## src/rtl/gpio_pio_ctrl_if.sv

```systemverilog
// rtl/gpio_pio_ctrl_if.sv - Avalon-MM slave bus bundle for the GPIO PIO controller
interface gpio_pio_ctrl_if;
    logic [2:0]  avs_address;
    logic        avs_read;
    logic        avs_write;
    logic [31:0] avs_writedata;
    logic [31:0] avs_readdata;
    logic        avs_readdatavalid;

    modport master (
        output avs_address, avs_read, avs_write, avs_writedata,
        input  avs_readdata, avs_readdatavalid
    );

    modport slave (
        input  avs_address, avs_read, avs_write, avs_writedata,
        output avs_readdata, avs_readdatavalid
    );
endinterface

```

## src/rtl/gpio_pio_ctrl.sv

```systemverilog
// rtl/gpio_pio_ctrl.sv - debounced GPIO inputs with edge IRQ and set/clear outputs
// Optional blink prescaler and BLINK register enabled by defining GPIO_BLINK_EN.
module gpio_pio_ctrl #(
    parameter int IN_W         = 8,
    parameter int OUT_W        = 8,
    parameter int DEBOUNCE_CYC = 1000,
    parameter int EDGE_MODE    = 0,
    parameter int BLINK_DIV    = 25000000
) (
    input  logic                 clk,
    input  logic                 rst,
    gpio_pio_ctrl_if.slave       avs,
    output logic                 irq,
    input  logic [IN_W-1:0]      gpio_in,
    output logic [OUT_W-1:0]     gpio_out
);
    localparam int               CNT_W    = $clog2(DEBOUNCE_CYC + 1);
    localparam logic [CNT_W-1:0] CNT_LAST = CNT_W'(DEBOUNCE_CYC - 1);

    logic [IN_W-1:0]             sync1, sync2, deb, deb_nxt;
    logic [IN_W-1:0]             edge_cap, edge_set, edge_clr, irq_mask;
    logic [IN_W-1:0][CNT_W-1:0]  cnt, cnt_nxt;
    logic [OUT_W-1:0]            data_out, data_out_nxt;
    logic [IN_W-1:0]             wdata_in;
    logic [OUT_W-1:0]            wdata_out;
    logic [31:0]                 rd_mux;
    logic                        unused_wdata;

    assign wdata_in     = avs.avs_writedata[IN_W-1:0];
    assign wdata_out    = avs.avs_writedata[OUT_W-1:0];
    assign unused_wdata = &{1'b0, avs.avs_writedata};

    // Per-bit debounce: a differing sample must persist DEBOUNCE_CYC cycles to be accepted.
    always_comb begin
        deb_nxt = deb;
        cnt_nxt = cnt;
        for (int i = 0; i < IN_W; i++) begin
            if (sync2[i] == deb[i]) begin
                cnt_nxt[i] = '0;
            end else if (cnt[i] == CNT_LAST) begin
                deb_nxt[i] = sync2[i];
                cnt_nxt[i] = '0;
            end else begin
                cnt_nxt[i] = cnt[i] + CNT_W'(1);
            end
        end
        edge_set = '0;
        case (EDGE_MODE)
            0:       edge_set = deb_nxt & ~deb;
            1:       edge_set = ~deb_nxt & deb;
            default: edge_set = deb_nxt ^ deb;
        endcase
    end

    always_comb begin
        edge_clr     = '0;
        data_out_nxt = data_out;
        if (avs.avs_write) begin
            case (avs.avs_address)
                3'd1:    data_out_nxt = wdata_out;
                3'd3:    edge_clr     = wdata_in;
                3'd4:    data_out_nxt = data_out | wdata_out;
                3'd5:    data_out_nxt = data_out & ~wdata_out;
                default: ;
            endcase
        end
    end

`ifdef GPIO_BLINK_EN
    localparam int PRESC_W = $clog2(BLINK_DIV + 1);

    logic [PRESC_W-1:0] presc;
    logic               phase;
    logic [OUT_W-1:0]   blink;

    always_ff @(posedge clk) begin
        if (rst) begin
            presc <= '0;
            phase <= 1'b0;
            blink <= '0;
        end else begin
            if (avs.avs_write && avs.avs_address == 3'd6)
                blink <= wdata_out;
            if (presc == PRESC_W'(BLINK_DIV - 1)) begin
                presc <= '0;
                phase <= ~phase;
            end else begin
                presc <= presc + PRESC_W'(1);
            end
        end
    end

    assign gpio_out = data_out ^ (blink & {OUT_W{phase}});
`else
    assign gpio_out = data_out;
`endif

    // Read mux sees pre-write register values, so a same-cycle write does not leak in.
    always_comb begin
        rd_mux = '0;
        case (avs.avs_address)
            3'd0:    rd_mux[IN_W-1:0]  = deb;
            3'd1:    rd_mux[OUT_W-1:0] = data_out;
            3'd2:    rd_mux[IN_W-1:0]  = irq_mask;
            3'd3:    rd_mux[IN_W-1:0]  = edge_cap;
`ifdef GPIO_BLINK_EN
            3'd6:    rd_mux[OUT_W-1:0] = blink;
`endif
            default: rd_mux = '0;
        endcase
    end

    always_ff @(posedge clk) begin
        if (rst) begin
            sync1                 <= '0;
            sync2                 <= '0;
            deb                   <= '0;
            cnt                   <= '0;
            edge_cap              <= '0;
            irq_mask              <= '0;
            data_out              <= '0;
            irq                   <= 1'b0;
            avs.avs_readdata      <= '0;
            avs.avs_readdatavalid <= 1'b0;
        end else begin
            sync1    <= gpio_in;
            sync2    <= sync1;
            deb      <= deb_nxt;
            cnt      <= cnt_nxt;
            // A new edge wins over a same-cycle clear of that bit.
            edge_cap <= (edge_cap & ~edge_clr) | edge_set;
            if (avs.avs_write && avs.avs_address == 3'd2)
                irq_mask <= wdata_in;
            data_out <= data_out_nxt;
            irq      <= |(edge_cap & irq_mask);
            avs.avs_readdatavalid <= avs.avs_read;
            if (avs.avs_read)
                avs.avs_readdata <= rd_mux;
        end
    end
endmodule
```

## src/flat_wrapper.sv

```systemverilog
// flat-port wrapper written by rule: the top's interface ports become plain ports
module gpio_pio_ctrl_flat 
#(
    parameter int IN_W         = 8,
    parameter int OUT_W        = 8,
    parameter int DEBOUNCE_CYC = 1000,
    parameter int EDGE_MODE    = 0,
    parameter int BLINK_DIV    = 25000000
)
  (clk, rst, irq, gpio_in, gpio_out, avs_avs_address, avs_avs_read, avs_avs_write, avs_avs_writedata, avs_avs_readdata, avs_avs_readdatavalid);
  gpio_pio_ctrl_if avs_i ();
  input  logic clk;
  input  logic rst;
  output logic irq;
  input  logic [IN_W-1:0] gpio_in;
  output logic [OUT_W-1:0] gpio_out;
  input wire logic [$bits(avs_i.avs_address)-1:0] avs_avs_address;
  input wire logic [$bits(avs_i.avs_read)-1:0] avs_avs_read;
  input wire logic [$bits(avs_i.avs_write)-1:0] avs_avs_write;
  input wire logic [$bits(avs_i.avs_writedata)-1:0] avs_avs_writedata;
  output wire logic [$bits(avs_i.avs_readdata)-1:0] avs_avs_readdata;
  output wire logic [$bits(avs_i.avs_readdatavalid)-1:0] avs_avs_readdatavalid;
  assign avs_i.avs_address = avs_avs_address;
  assign avs_i.avs_read = avs_avs_read;
  assign avs_i.avs_write = avs_avs_write;
  assign avs_i.avs_writedata = avs_avs_writedata;
  assign avs_avs_readdata = avs_i.avs_readdata;
  assign avs_avs_readdatavalid = avs_i.avs_readdatavalid;
  gpio_pio_ctrl #(.IN_W(IN_W), .OUT_W(OUT_W), .DEBOUNCE_CYC(DEBOUNCE_CYC), .EDGE_MODE(EDGE_MODE), .BLINK_DIV(BLINK_DIV)) u_core (.clk(clk), .rst(rst), .avs(avs_i), .irq(irq), .gpio_in(gpio_in), .gpio_out(gpio_out));
endmodule
```

## config.mk

```make
export PLATFORM = sky130hd
export DESIGN_NAME = gpio_pio_ctrl_flat
export DESIGN_NICKNAME = d
export VERILOG_FILES = /design/src/rtl/gpio_pio_ctrl_if.sv /design/src/rtl/gpio_pio_ctrl.sv /design/src/flat_wrapper.sv
export SDC_FILE = /design/constraint.sdc
export NUM_CORES = 1
export LEC_CHECK = 0
export BUFFER_PORTS_ARGS = -buffer_cell sky130_fd_sc_hd__buf_2
export CAP_MARGIN = 20
export CORE_MARGIN = 4
export CORE_UTILIZATION = 35
export DETAILED_ROUTE_END_ITERATION = 8
export MAX_ROUTING_LAYER = met4
export PLACE_DENSITY_LB_ADDON = 0.08
export SETUP_SLACK_MARGIN = 0.4
export SLEW_MARGIN = 10
export SYNTH_ARGS = -nofsm -noshare
export SYNTH_HDL_FRONTEND = slang
export SYNTH_SLANG_ARGS = --single-unit
```

## constraint.sdc

```tcl
create_clock -name clk -period 1.95 [get_ports clk]
set_input_delay 0.39 -clock clk [delete_from_list [all_inputs] [get_ports clk]]
set_output_delay 0.39 -clock clk [all_outputs]
set_load 0.02 [all_outputs]
```

; ---- Word level (Yosys, flattened, before mapping)
; Cells that the tools add are included.
[classes]
add_sub_neg = 8
multipliers = 0
div_mod_pow = 0
order_cmp = 0
eq_ne = 21
n_shift = 0
n_mux = 20
bitwise_logic = 9
n_reduce_logical = 13
[op_table]
columns = op, n
row1 = "10-bit by 1-bit adder with 10-bit output, second input constant", 8
row2 = "10-bit equality test, second input constant", 8
row3 = 8-bit bitwise AND, 4
row4 = 8-bit one-hot mux with 4 select lines, 1
row5 = 8-bit inverter, 3
row6 = 8-bit one-hot mux with 3 select lines, 1
row7 = 3-bit OR reduction, 8
row8 = 1-bit 2-to-1 mux, 16
row9 = 8-bit 2-to-1 mux, 2
row10 = 8-bit OR, 2
row11 = 1-bit equality test, 8
row12 = 8-bit OR reduction, 1
row13 = "3-bit by 2-bit equality test with 1-bit output, second input constant", 2
row14 = "3-bit equality test, second input constant", 2
row15 = "3-bit by 1-bit equality test with 1-bit output, second input constant", 1
row16 = 3-bit logical NOT, 1
row17 = 3-bit nonzero test, 1
row18 = 2-bit AND reduction, 1
row19 = 1-bit logical AND, 1
[word_totals]
ff_bits = 138
latch_bits = 0
ram_bits = 0
mem_bits_ro = 0
input_bits = 47
elab_cells = 88
memories = 0

; ---- Logic depth before layout (Yosys ltp)
[logic_depth]
ltp_word = 6
ltp_mapped = 6

; ---- Least setup slack after synthesis
; Ideal clock, no wire load.
[synth_path]
path_kind = reg2reg
start = register u_core.cnt[40] (netlist name)
end = register u_core.edge_cap[4]
arrival_time_ns = 1.660
required_time_ns = 1.880
path_slack_ns = 0.219
stages_incl_launch_ff = 6
period_less_slack_ns = 1.731
path_cell_list = dfxtp_1 ha_1 nand4_1 or3_4 or3b_2 a21oi_1
[synth_via]
elab_chain_cells = 5
[synth_lines]
columns = element, line
row1 = start: declaration, gpio_pio_ctrl.sv:22  ; logic [IN_W-1:0][CNT_W-1:0] cnt, cnt_nxt;
row2 = start signal: assignment, gpio_pio_ctrl.sv:129  ; cnt <= cnt_nxt;
row3 = 10-bit equality test, gpio_pio_ctrl.sv:40  ; end else if (cnt[i] == CNT_LAST) begin
row4 = 1-bit 2-to-1 mux, gpio_pio_ctrl.sv:40
row5 = 1-bit 2-to-1 mux, gpio_pio_ctrl.sv:38  ; if (sync2[i] == deb[i]) begin
row6 = 8-bit bitwise AND, gpio_pio_ctrl.sv:49  ; 0: edge_set = deb_nxt & ~deb;
row7 = 8-bit OR, gpio_pio_ctrl.sv:131  ; edge_cap <= (edge_cap & ~edge_clr) | edge_set;
row8 = end signal: assignment, gpio_pio_ctrl.sv:131
row9 = end: declaration, gpio_pio_ctrl.sv:21  ; logic [IN_W-1:0] edge_cap, edge_set, edge_clr, irq_mask;
; No other way between the ends.
; A chain may end at the register's enable or synchronous reset.

; ---- Final worst setup path
[layout_path]
start = register u_core.cnt[3] (netlist name)
end = register u_core.edge_cap[0]
; The elaborated chain is that of the path after synthesis.

==> metrics.csv <==
metric,value,unit
run_status,completed,
hold_slack,0.181,ns
htreeDepth,4,
finalClockSkew,0.00954,ns
first_global_vias,4121,
synth_xor_area_share,10.9,%
clock-root-buffer,clkbuf_16,
worst_ep_required_time,2.30,ns
share_of_final_layout_standard_cells_stronger_than_drive_strength_1,21.8,%
multi_input_area,0.00301,sq mm
synth_compound_area_share,4.31,%
core-area,0.0161,sq mm
netlist_area,0.00581,sq mm
overflow_after_grt,0,
yosysUniqueCellTypes,39,
comb_power_share,4.0,%
post_synth_inst_count,634,
clock_sink_count,138,
nFillCells,1596,
post-route-period-util,79.3,%
netlist.area_leader.share,47.5,%
drt-total-wl,12.0,mm
critical_path_peak_fanout,4,
clock_insertion_delay_worst_skew,0.41,ns
diodes_inserted,0,
dpl.hpwl,8.36,mm
chipWidth,137,microns
worstHoldPathType,in2reg,
synth-edff-count,0,
worst-setup-path-type,reg2reg,
grt_pass1_wl,19.9,mm
regArea,0.00279,sq mm
worstSetupEndpointType,register,
netSwitchingFraction,21.3,%
yosys-top-cells-area,"dfxtp_1, nor2_1, xnor2_1",
p_switching,0.00132,W
drt-initial-drc-count,199,
dieHeight,137,microns
fin_setup_tns,0,ns
synth_commonest_cells,"dfxtp_1, nor2_1, xnor2_1, nand2_1, nor2b_1",
synth_ff_type,dfxtp_1,
synth_sequential_area_ratio,47.5,%
startpoint_types,register,
drt_pass1_iterations,4,
via_per_inst,4.57,
power_report.internal_total,0.00486,W
via_total_after_detailed_routing,4278,
synthAdderAreaFrac,1.72,%
synthMostInstantiatedCell,dfxtp_1,
asyncSetResetFlopFracSynth,0,%
syn-mean-instance-area,9.16,sq um
start_util,36.2,%
final_nets,764,
globalplace.congestion,0.826,
fin_ws,0.404,ns
final_setup_violation_count,0,
hold_buffers,0,
fmax,647,MHz
globalRouteTotalUtil,14.0,%
antenna_left,0,
min_period,1.55,ns
clock_power_share,49.5,%
finalMaxSlewViolations,0,
power.sequential.fraction,46.5,%
netlist.top_cell.by_area,dfxtp_1,
io_buffer_count,40,
wl_per_cell,12.8,microns
main_combinational_cell_family_by_area_after_synthesis,simple AND/OR/NAND/NOR gates,
grt_setup_unrepaired,true,
cts_inserted_buffers,17,
vdd.ir_drop.worst,0.635,mV
post-place-ws,0.268,ns
static-leakage-power,2.52,nW
cap_violations,0,
synth.area.mux_share,5.86,%
design.die.area,0.0187,sq mm
number_of_cell_rows,46,
hold_violations,0,
warnings_from_yosys,0,
num_io_pins,89,
drt_drc_violations_left,0,
clock_transition_at_path_regs,0.06,ns
largest_net_degree_at_the_start_of_global_routing,30,
cts_tree,yes,
power_density,866,mW/mm^2
flop_and_latch_count_out_of_synthesis,138,
synth_simple_gate_area_share,24.6,%
fraction_of_the_core_area_covered_by_cells_at_the_end_of_the_flow,44.4,%
grt_antenna_before_repair,0,
flow.area_growth_from_synthesis,22.7,%
buffers_from_clock_root_to_sink_at_most,2,
critical_path_arrival,1.90,ns
-- final cells by class --
type / instances / share of cell area [%]
Multi-Input combinational cell: 468 / 42.2
Clock inverter: 9 / 1.39
Timing Repair Buffer: 74 / 6.56
Sequential cell: 138 / 39.1
Tap cell: 216 / 3.79
Inverter: 10 / 0.526
Clock buffer: 21 / 6.46
-- metrics by stage --
step                power [W]  instances  instance area (sq um)
finish                0.00618        936                   7130
global route          0.00641        936                   7130
CTS                   0.00628        926                   6980
detailed placement    0.00318        883                   6280
global placement      0.00318        883                   6280
floorplan             0.00313        657                   5960
-- power groups by stage --
stage          combinational (W)  sequential, W  clock, W
6_report                0.000247        0.00287   0.00306
5_1_grt                 0.000275        0.00287   0.00327
4_1_cts                 0.000246        0.00287   0.00316
3_5_place_dp            0.000240        0.00294         0
3_3_place_gp            0.000238        0.00294         0
2_1_floorplan           0.000186        0.00294         0
-- worst max-delay path, cell delays in order, from the launching register on --
cell      delay [ns]
dfxtp_2         0.33
nand2b_4        0.13
or4_4           0.54
or3b_1          0.38
a21oi_2         0.11
-- placed cells by master (no fill, tap or decap), types with 13 or more instances in the layout --
cell	count
conb_1	24
nand2_1	46
mux2i_1	16
buf_4	33
nor3_1	17
clkbuf_16	17
nand3_1	21
buf_2	40
xnor2_1	50
nor2b_1	30
nor2_1	125
a21oi_1	13
dfxtp_1	124
xor2_1	22
-- per-layer routing --
metal,track usage (%),vias to the layer above,share of wire [%]
li1,-,2218,-
met1,16.6,1987,45
met2,22.2,60,49
met3,4.45,13,4.6
met4,5.65,0,1.5
met5,-,-,0
-- flip-flops by register name (all words and copies together), names as in the netlist --
name,cells
u_core.avs.avs_readdata,8
u_core.cnt,80
u_core.irq_mask,8
u_core.edge_cap,8
u_core.sync2,8
u_core.gpio_out,8
u_core.irq,1
u_core.avs.avs_readdatavalid,1
u_core.deb,8
u_core.sync1,8
-- kinds of logic (layout without fill, tap and decap cells) --
logic type	Yosys count	in the layout
buf+inv	52	114
fa+ha+maj	8	8
other cells	1	24
xor+xnor	72	72
compound gates	40	40
flops	138	138
mux	24	24
simple gates	299	300
-- path summary, 6_finish.rpt --
| path | startpoint | end | slack, ns | depth (start not counted) |
|---|---|---|---|---|
| setup / recovery | u_core.cnt[3] | u_core.edge_cap[0] | 0.40 | 4 |
| setup reg to reg | u_core.cnt[3] | u_core.edge_cap[0] | 0.40 | 4 |
| hold / removal | gpio_in[7] | u_core.sync1[7] | 0.18 | 2 |
| hold reg to reg | u_core.sync1[0] | u_core.sync2[0] | 0.44 | 1 |
-- repair_timing --
| item | CTS | global route |
|---|---|---|
| endpoints found under the setup margin | 40 | 78 |
| cloned | 0 | 1 |
| gates resized for setup | 10 | 24 |
| setup buffers | 13 | 9 |
| pin swaps | 5 | 10 |
Note: power is estimated with default switching activity, not from simulation.
